## src/rtl/mult_arbiter.sv

```systemverilog
// Four-requester round-robin arbiter sharing one pipelined signed 35x35 multiplier;
// each grant returns a*b+c tagged with the requester index, in grant order.

module multiplier35x35 #(
    parameter int LATENCY = 4
) (
    input  logic        clk_in,
    input  logic        rst_in,
    input  logic [34:0] a_in,
    input  logic [34:0] b_in,
    output logic [69:0] p_out
);
    logic signed [69:0] a_ext;
    logic signed [69:0] b_ext;
    logic [69:0]        pipe_q [LATENCY];
    logic [69:0]        pipe_d [LATENCY];

    // Low 70 bits of the sign-extended product equal the exact 35x35 signed product.
    always_comb begin
        a_ext = {{35{a_in[34]}}, a_in};
        b_ext = {{35{b_in[34]}}, b_in};
        pipe_d[0] = a_ext * b_ext;
        for (int i = 1; i < LATENCY; i++) begin
            pipe_d[i] = pipe_q[i-1];
        end
    end

    always_ff @(posedge clk_in or posedge rst_in) begin
        if (rst_in) begin
            for (int i = 0; i < LATENCY; i++) begin
                pipe_q[i] <= '0;
            end
        end else begin
            pipe_q <= pipe_d;
        end
    end

    assign p_out = pipe_q[LATENCY-1];
endmodule

module mult_arbiter #(
    parameter int MULT_LATENCY = 4
) (
    input  logic         clk_in,
    input  logic         rst_in,
    input  logic         enable_in,
    input  logic [3:0]   req_in,
    input  logic [139:0] a_in,
    input  logic [139:0] b_in,
    input  logic [279:0] c_in,
    output logic [3:0]   grant_out,
    output logic [69:0]  p_out,
    output logic         p_valid_out,
    output logic [1:0]   p_id_out,
    output logic         busy_out
);
    // One stage for the operand register plus one per multiplier stage.
    localparam int DL = MULT_LATENCY + 1;

    logic [1:0]  ptr_q, ptr_d;
    logic [34:0] opa_q, opa_d;
    logic [34:0] opb_q, opb_d;
    logic [DL-1:0] vld_q, vld_d;
    logic [69:0] cdl_q [DL];
    logic [69:0] cdl_d [DL];
    logic [1:0]  iddl_q [DL];
    logic [1:0]  iddl_d [DL];
    logic [69:0] p_q, p_d;
    logic [1:0]  p_id_q, p_id_d;
    logic        p_valid_q, p_valid_d;

    logic [69:0] prod;
    logic        gnt_vld;
    logic [1:0]  gnt_id;
    logic [1:0]  scan_id;

    multiplier35x35 #(.LATENCY(MULT_LATENCY)) u_mult (
        .clk_in (clk_in),
        .rst_in (rst_in),
        .a_in   (opa_q),
        .b_in   (opb_q),
        .p_out  (prod)
    );

    always_comb begin
        gnt_vld = 1'b0;
        gnt_id  = 2'd0;
        scan_id = 2'd0;
        if (enable_in && !rst_in) begin
            for (int off = 0; off < 4; off++) begin
                scan_id = ptr_q + 2'(off);
                if (!gnt_vld && req_in[scan_id]) begin
                    gnt_vld = 1'b1;
                    gnt_id  = scan_id;
                end
            end
        end
    end

    assign grant_out = gnt_vld ? (4'b0001 << gnt_id) : 4'b0000;

    always_comb begin
        ptr_d = gnt_vld ? (gnt_id + 2'd1) : ptr_q;
        opa_d = opa_q;
        opb_d = opb_q;
        if (gnt_vld) begin
            opa_d = a_in[35*gnt_id +: 35];
            opb_d = b_in[35*gnt_id +: 35];
        end

        vld_d     = {vld_q[DL-2:0], gnt_vld};
        cdl_d[0]  = c_in[70*gnt_id +: 70];
        iddl_d[0] = gnt_id;
        for (int i = 1; i < DL; i++) begin
            cdl_d[i]  = cdl_q[i-1];
            iddl_d[i] = iddl_q[i-1];
        end

        // Sum wraps modulo 2^70; outputs hold between valid pulses.
        p_valid_d = vld_q[DL-1];
        p_d       = p_q;
        p_id_d    = p_id_q;
        if (vld_q[DL-1]) begin
            p_d    = prod + cdl_q[DL-1];
            p_id_d = iddl_q[DL-1];
        end
    end

    always_ff @(posedge clk_in or posedge rst_in) begin
        if (rst_in) begin
            ptr_q     <= '0;
            opa_q     <= '0;
            opb_q     <= '0;
            vld_q     <= '0;
            p_q       <= '0;
            p_id_q    <= '0;
            p_valid_q <= 1'b0;
            for (int i = 0; i < DL; i++) begin
                cdl_q[i]  <= '0;
                iddl_q[i] <= '0;
            end
        end else begin
            ptr_q     <= ptr_d;
            opa_q     <= opa_d;
            opb_q     <= opb_d;
            vld_q     <= vld_d;
            p_q       <= p_d;
            p_id_q    <= p_id_d;
            p_valid_q <= p_valid_d;
            cdl_q     <= cdl_d;
            iddl_q    <= iddl_d;
        end
    end

    assign p_out       = p_q;
    assign p_id_out    = p_id_q;
    assign p_valid_out = p_valid_q;
    assign busy_out    = (|vld_q) | p_valid_q;
endmodule

```

## config.mk

```make
export PLATFORM = sky130hd
export DESIGN_NAME = mult_arbiter
export DESIGN_NICKNAME = d
export VERILOG_FILES = /design/src/rtl/mult_arbiter.sv
export SDC_FILE = /design/constraint.sdc
export NUM_CORES = 2
export LEC_CHECK = 0
export CORE_MARGIN = 2
export CORE_UTILIZATION = 54
export DETAILED_ROUTE_END_ITERATION = 8
export PLACE_DENSITY_LB_ADDON = 0.25
export RECOVER_POWER = 50
export SYNTH_ARGS = -nofsm -noshare
export SYNTH_HDL_FRONTEND = slang
export SYNTH_HIERARCHICAL = 1
export SYNTH_SLANG_ARGS = --single-unit
```

## constraint.sdc

```tcl
create_clock -name clk_in -period 17.2 [get_ports clk_in]
set_input_delay 3.44 -clock clk_in [delete_from_list [all_inputs] [get_ports clk_in]]
set_output_delay 3.44 -clock clk_in [all_outputs]
set_load 0.02 [all_outputs]
```

==> flow_metrics.py <==
metrics = {
    "global_route": {
        "top_usage_layer": "met2",
        "grt_use_met1_pct": 57.8,
        "use_met2_pct": 58.0,
        "grt_use_met3_pct": 15.3,
        "track_usage_pct": 40.7,
        "grt_max_degree": 181,
        "grt_pass1_vias": 57648,
        "grt_pass1_wl_um": 406000,
        "antenna_found_initial": 69,
        "overflow": 0,
    },
    "routing": {
        "routed_wl_um": 278000,
        "drc_errors": 0,
        "drt_pass1_iterations": 6,
        "via_per_inst": 5.75,
        "wl_per_cell_um": 28.9,
        "antenna_left": 0,
        "routed-via-count": 55326,
        "drtIter0Drc": 6026,
    },
    "critical_path": {
        "crit_start": "req_in[0]",
        "required_ns": 13.76,
        "crit_arrival_ns": 7.33,
        "slowest_stage": "clkbuf_1",
        "critical_path.top_delay_family": "buffers and inverters",
        "crit_fanout": 41,
        "cp_num_buf_inv": 4,
        "cp-start-kind": "input port",
        "path_cells": "dlygate4sd3_1 -> o41ai_2 -> clkbuf_1 -> inv_1 -> and2_1 -> clkdlybuf4s50_1",
        "r2r_start": "opa_q[0]",
        "slowest_delay_ns": 1.58,
        "critPathKind": "input port to primary output",
        "end_kind": "primary output",
    },
    "finish": {
        "final_cell_area_mm2": 0.0841,
        "finalNetCount": 9906,
        "area_delta_synth_final_pct": 14.1,
        "n_fill_cell": 11081,
        "drive_above_1_share_pct": 3.98,
        "multi_input_area_mm2": 0.0478,
        "seqCellArea_mm2": 0.0198,
    },
    "yosys": {
        "async_flop_share_pct": 100,
        "synth_common_cells": "nand2_1 (1,336), fa_1 (1,312), inv_1 (1,190)",
        "yosysTopAreaCellShare_pct": 35.6,
        "synthCells": 7369,
        "ys_ff_latch": 790,
        "synth_flop_cell": "dfrtp_1",
        "synth_area_mm2": 0.0737,
        "syn-mean-instance-area_um2": 10.0,
        "synth_top_family_by_area": "adder cells",
        "synthTopCellsByArea": "fa_1 (36%), dfrtp_1 (27%), nand2_1 (6.8%)",
        "synth_top_cell_by_area": "fa_1",
        "synth_compound_gate_area_share_pct": 6.27,
        "yosys_warnings": 6,
        "post-synth-top-count-cell": "nand2_1",
        "yosys.cell_types.count": 86,
        "synth_fa_ha_area_share_pct": 40.4,
        "syn_nets": 9528,
        "seq_area_frac_synth_pct": 26.8,
        "synth_edf_count": 0,
        "synthSimpleGateAreaFrac_pct": 15.7,
        "synthXorXnorAreaFrac_pct": 1.71,
        "synth_mux_area_share_pct": 0.932,
    },
    "outcome": {
        "status": "finished with violations",
        "violations": "max-capacitance violations, max-slew violations",
    },
    "cts": {
        "cts-root-buf": "clkbuf_16",
        "cts.path.max_buffers": 3,
        "clk_latency_ns": 0.68,
        "cts_resized": 0,
        "cts_tree": "yes",
        "clk_pin_slew_ns": 0.06,
        "numClockSinks": 790,
        "ctsHoldBuffers": 0,
        "postCtsSetupRepairBufs": 0,
        "numCtsBuffers": 77,
        "cts_htree_levels": 3,
    },
    "floorplanning": {
        "dieHeight_um": 374,
        "die_w_um": 374,
        "coreArea_mm2": 0.135,
        "die_area_mm2": 0.140,
        "start_util_pct": 54.4,
        "io_pins": 645,
        "num_rows": 135,
    },
    "sta": {
        "finalMaxSlewViolations": 377,
        "maxSlewHeadroom_pct": -225,
        "fin_crit_ns": 10.77,
        "tightest_slew_ns": 4.87,
        "hold_violations": 0,
        "setup_slack_ns": 6.43,
        "max_freq_ghz": 0.0928,
        "setup_viol": 0,
        "fin_skew_ns": 0.0341,
        "fin_crit_sh_pct": 62.6,
        "grt_setup_unrepaired": "no",
        "tns_ns": 0,
    },
    "placed_design": {
        "io_buffers": 644,
        "pre_cts_ws_ns": 6.72,
        "place_hpwl_um": 219000,
        "place.gp.congestion": 1.08,
        "place_area_mm2": 0.0815,
    },
    "min_path": {
        "hold_class": "flop to flop",
        "hold_start": "cdl_d[154]",
    },
    "job": {
        "drv_cap": 8,
    },
}
==> area by class of cell <==
type	instances	share of cell area, %
multi-input cells	4968	56.9
flip-flops and latches	790	23.5
repair buffers	718	8.35
inverters	1192	5.33
well taps	1781	2.65
clock buffers	104	2.62
clock inverters	36	0.558
diodes	35	0.104
==> worst register-to-register path, cell delays in order (launching register included) <==
cell and delay, ns:
dfrtp_1 0.32, clkbuf_1 2.01, nand2b_1 0.31, fa_1 0.46, fa_1 0.50, inv_1 0.05, fa_1 0.50, fa_1 0.45
fa_1 0.54, fa_1 0.50, fa_1 0.51, inv_1 0.05, fa_1 0.60, inv_1 0.08, ha_1 0.48, nand3_1 0.11
or3_4 0.38, or4_1 0.57, a311o_1 0.35, a21oi_2 0.23, a31oi_2 0.23, o21ai_0 0.39, a221oi_1 0.16, xnor2_1 0.15
==> cell families (layout without fill, tap and decap cells) <==
| logic type | count (synthesis) | count (layout) |
|---|---|---|
| and+or+nand+nor | 2440 | 2440 |
| buffers and inverters | 1611 | 2050 |
| muxes | 61 | 61 |
| DFF | 790 | 790 |
| other | 0 | 35 |
| adders and majority gates | 1592 | 1592 |
| AOI/OAI and AO/OA | 731 | 731 |
| xor gates and xnor gates | 144 | 144 |
==> worst paths after layout <==
check	to	slack [ns]	cells after the start
worst max-delay path	grant_out[0]	6.43	6
min in group asynchronous	p_id_out[1]	3.74	2
worst min-delay path	cdl_d[84]	0.33	0
worst max register to register	u_mult/pipe_d[207]	7.14	23
max in group asynchronous	opa_q[1]	8.66	5
worst min register to register	cdl_d[84]	0.33	0
==> sequential cells by signal, indices dropped and copies added (netlist names) <==
| register | flops |
|---|---|
| cdl_d | 280 |
| cdl_q | 70 |
| iddl_d | 8 |
| iddl_q | 2 |
| opa_q | 35 |
| opb_q | 35 |
| p_id_out | 2 |
| p_out | 70 |
| p_valid_out | 1 |
| ptr_q | 2 |
| u_mult/p_out | 70 |
| u_mult/pipe_d | 210 |
| vld_q | 5 |
==> per-layer routing <==
| metal | vias up | part of all wire (%) |
|---|---|---|
| met5 | - | 0.063 |
| met4 | 24 | 3.5 |
| met3 | 453 | 12 |
| met2 | 3047 | 42 |
| met1 | 28655 | 42 |
| li1 | 23147 | - |
==> stage by stage <==
stage	util [%]	cells	hold WS [ns]
floorplan	-	7369	0.331
CTS	62.1	9589	0.333
global route	62.1	9602	0.345
finish	62.1	9624	0.328
detailed placement	60.2	9449	0.335
global placement	60.2	9449	0.333
==> cell usage in the layout (no fill, tap or decap), drive strengths merged, types with 6 or more instances in the layout <==
cell / count
nand2: 1337
fa: 1312
inv: 1202
dfrtp: 790
and2: 674
clkdlybuf4s50: 642
ha: 280
o21ai: 235
a21oi: 159
clkbuf: 109
nand3: 103
nor2: 102
xnor2: 98
a31oi: 92
and3: 82
a21o: 78
buf: 69
mux2: 61
xor2: 46
nand4: 45
diode: 35
nor3: 31
o21bai: 31
nand2b: 23
o21a: 15
o211ai: 15
a211oi: 14
o22ai: 11
clkinvlp: 11
a21boi: 10
o31ai: 9
clkinv: 9
nor4: 8
a2111oi: 7
a211o: 7
nor2b: 6
bufinv: 6
Power is left out: the tool's default activity adds up to more than one toggle a clock period on the data nets, which glitch-free logic cannot reach.
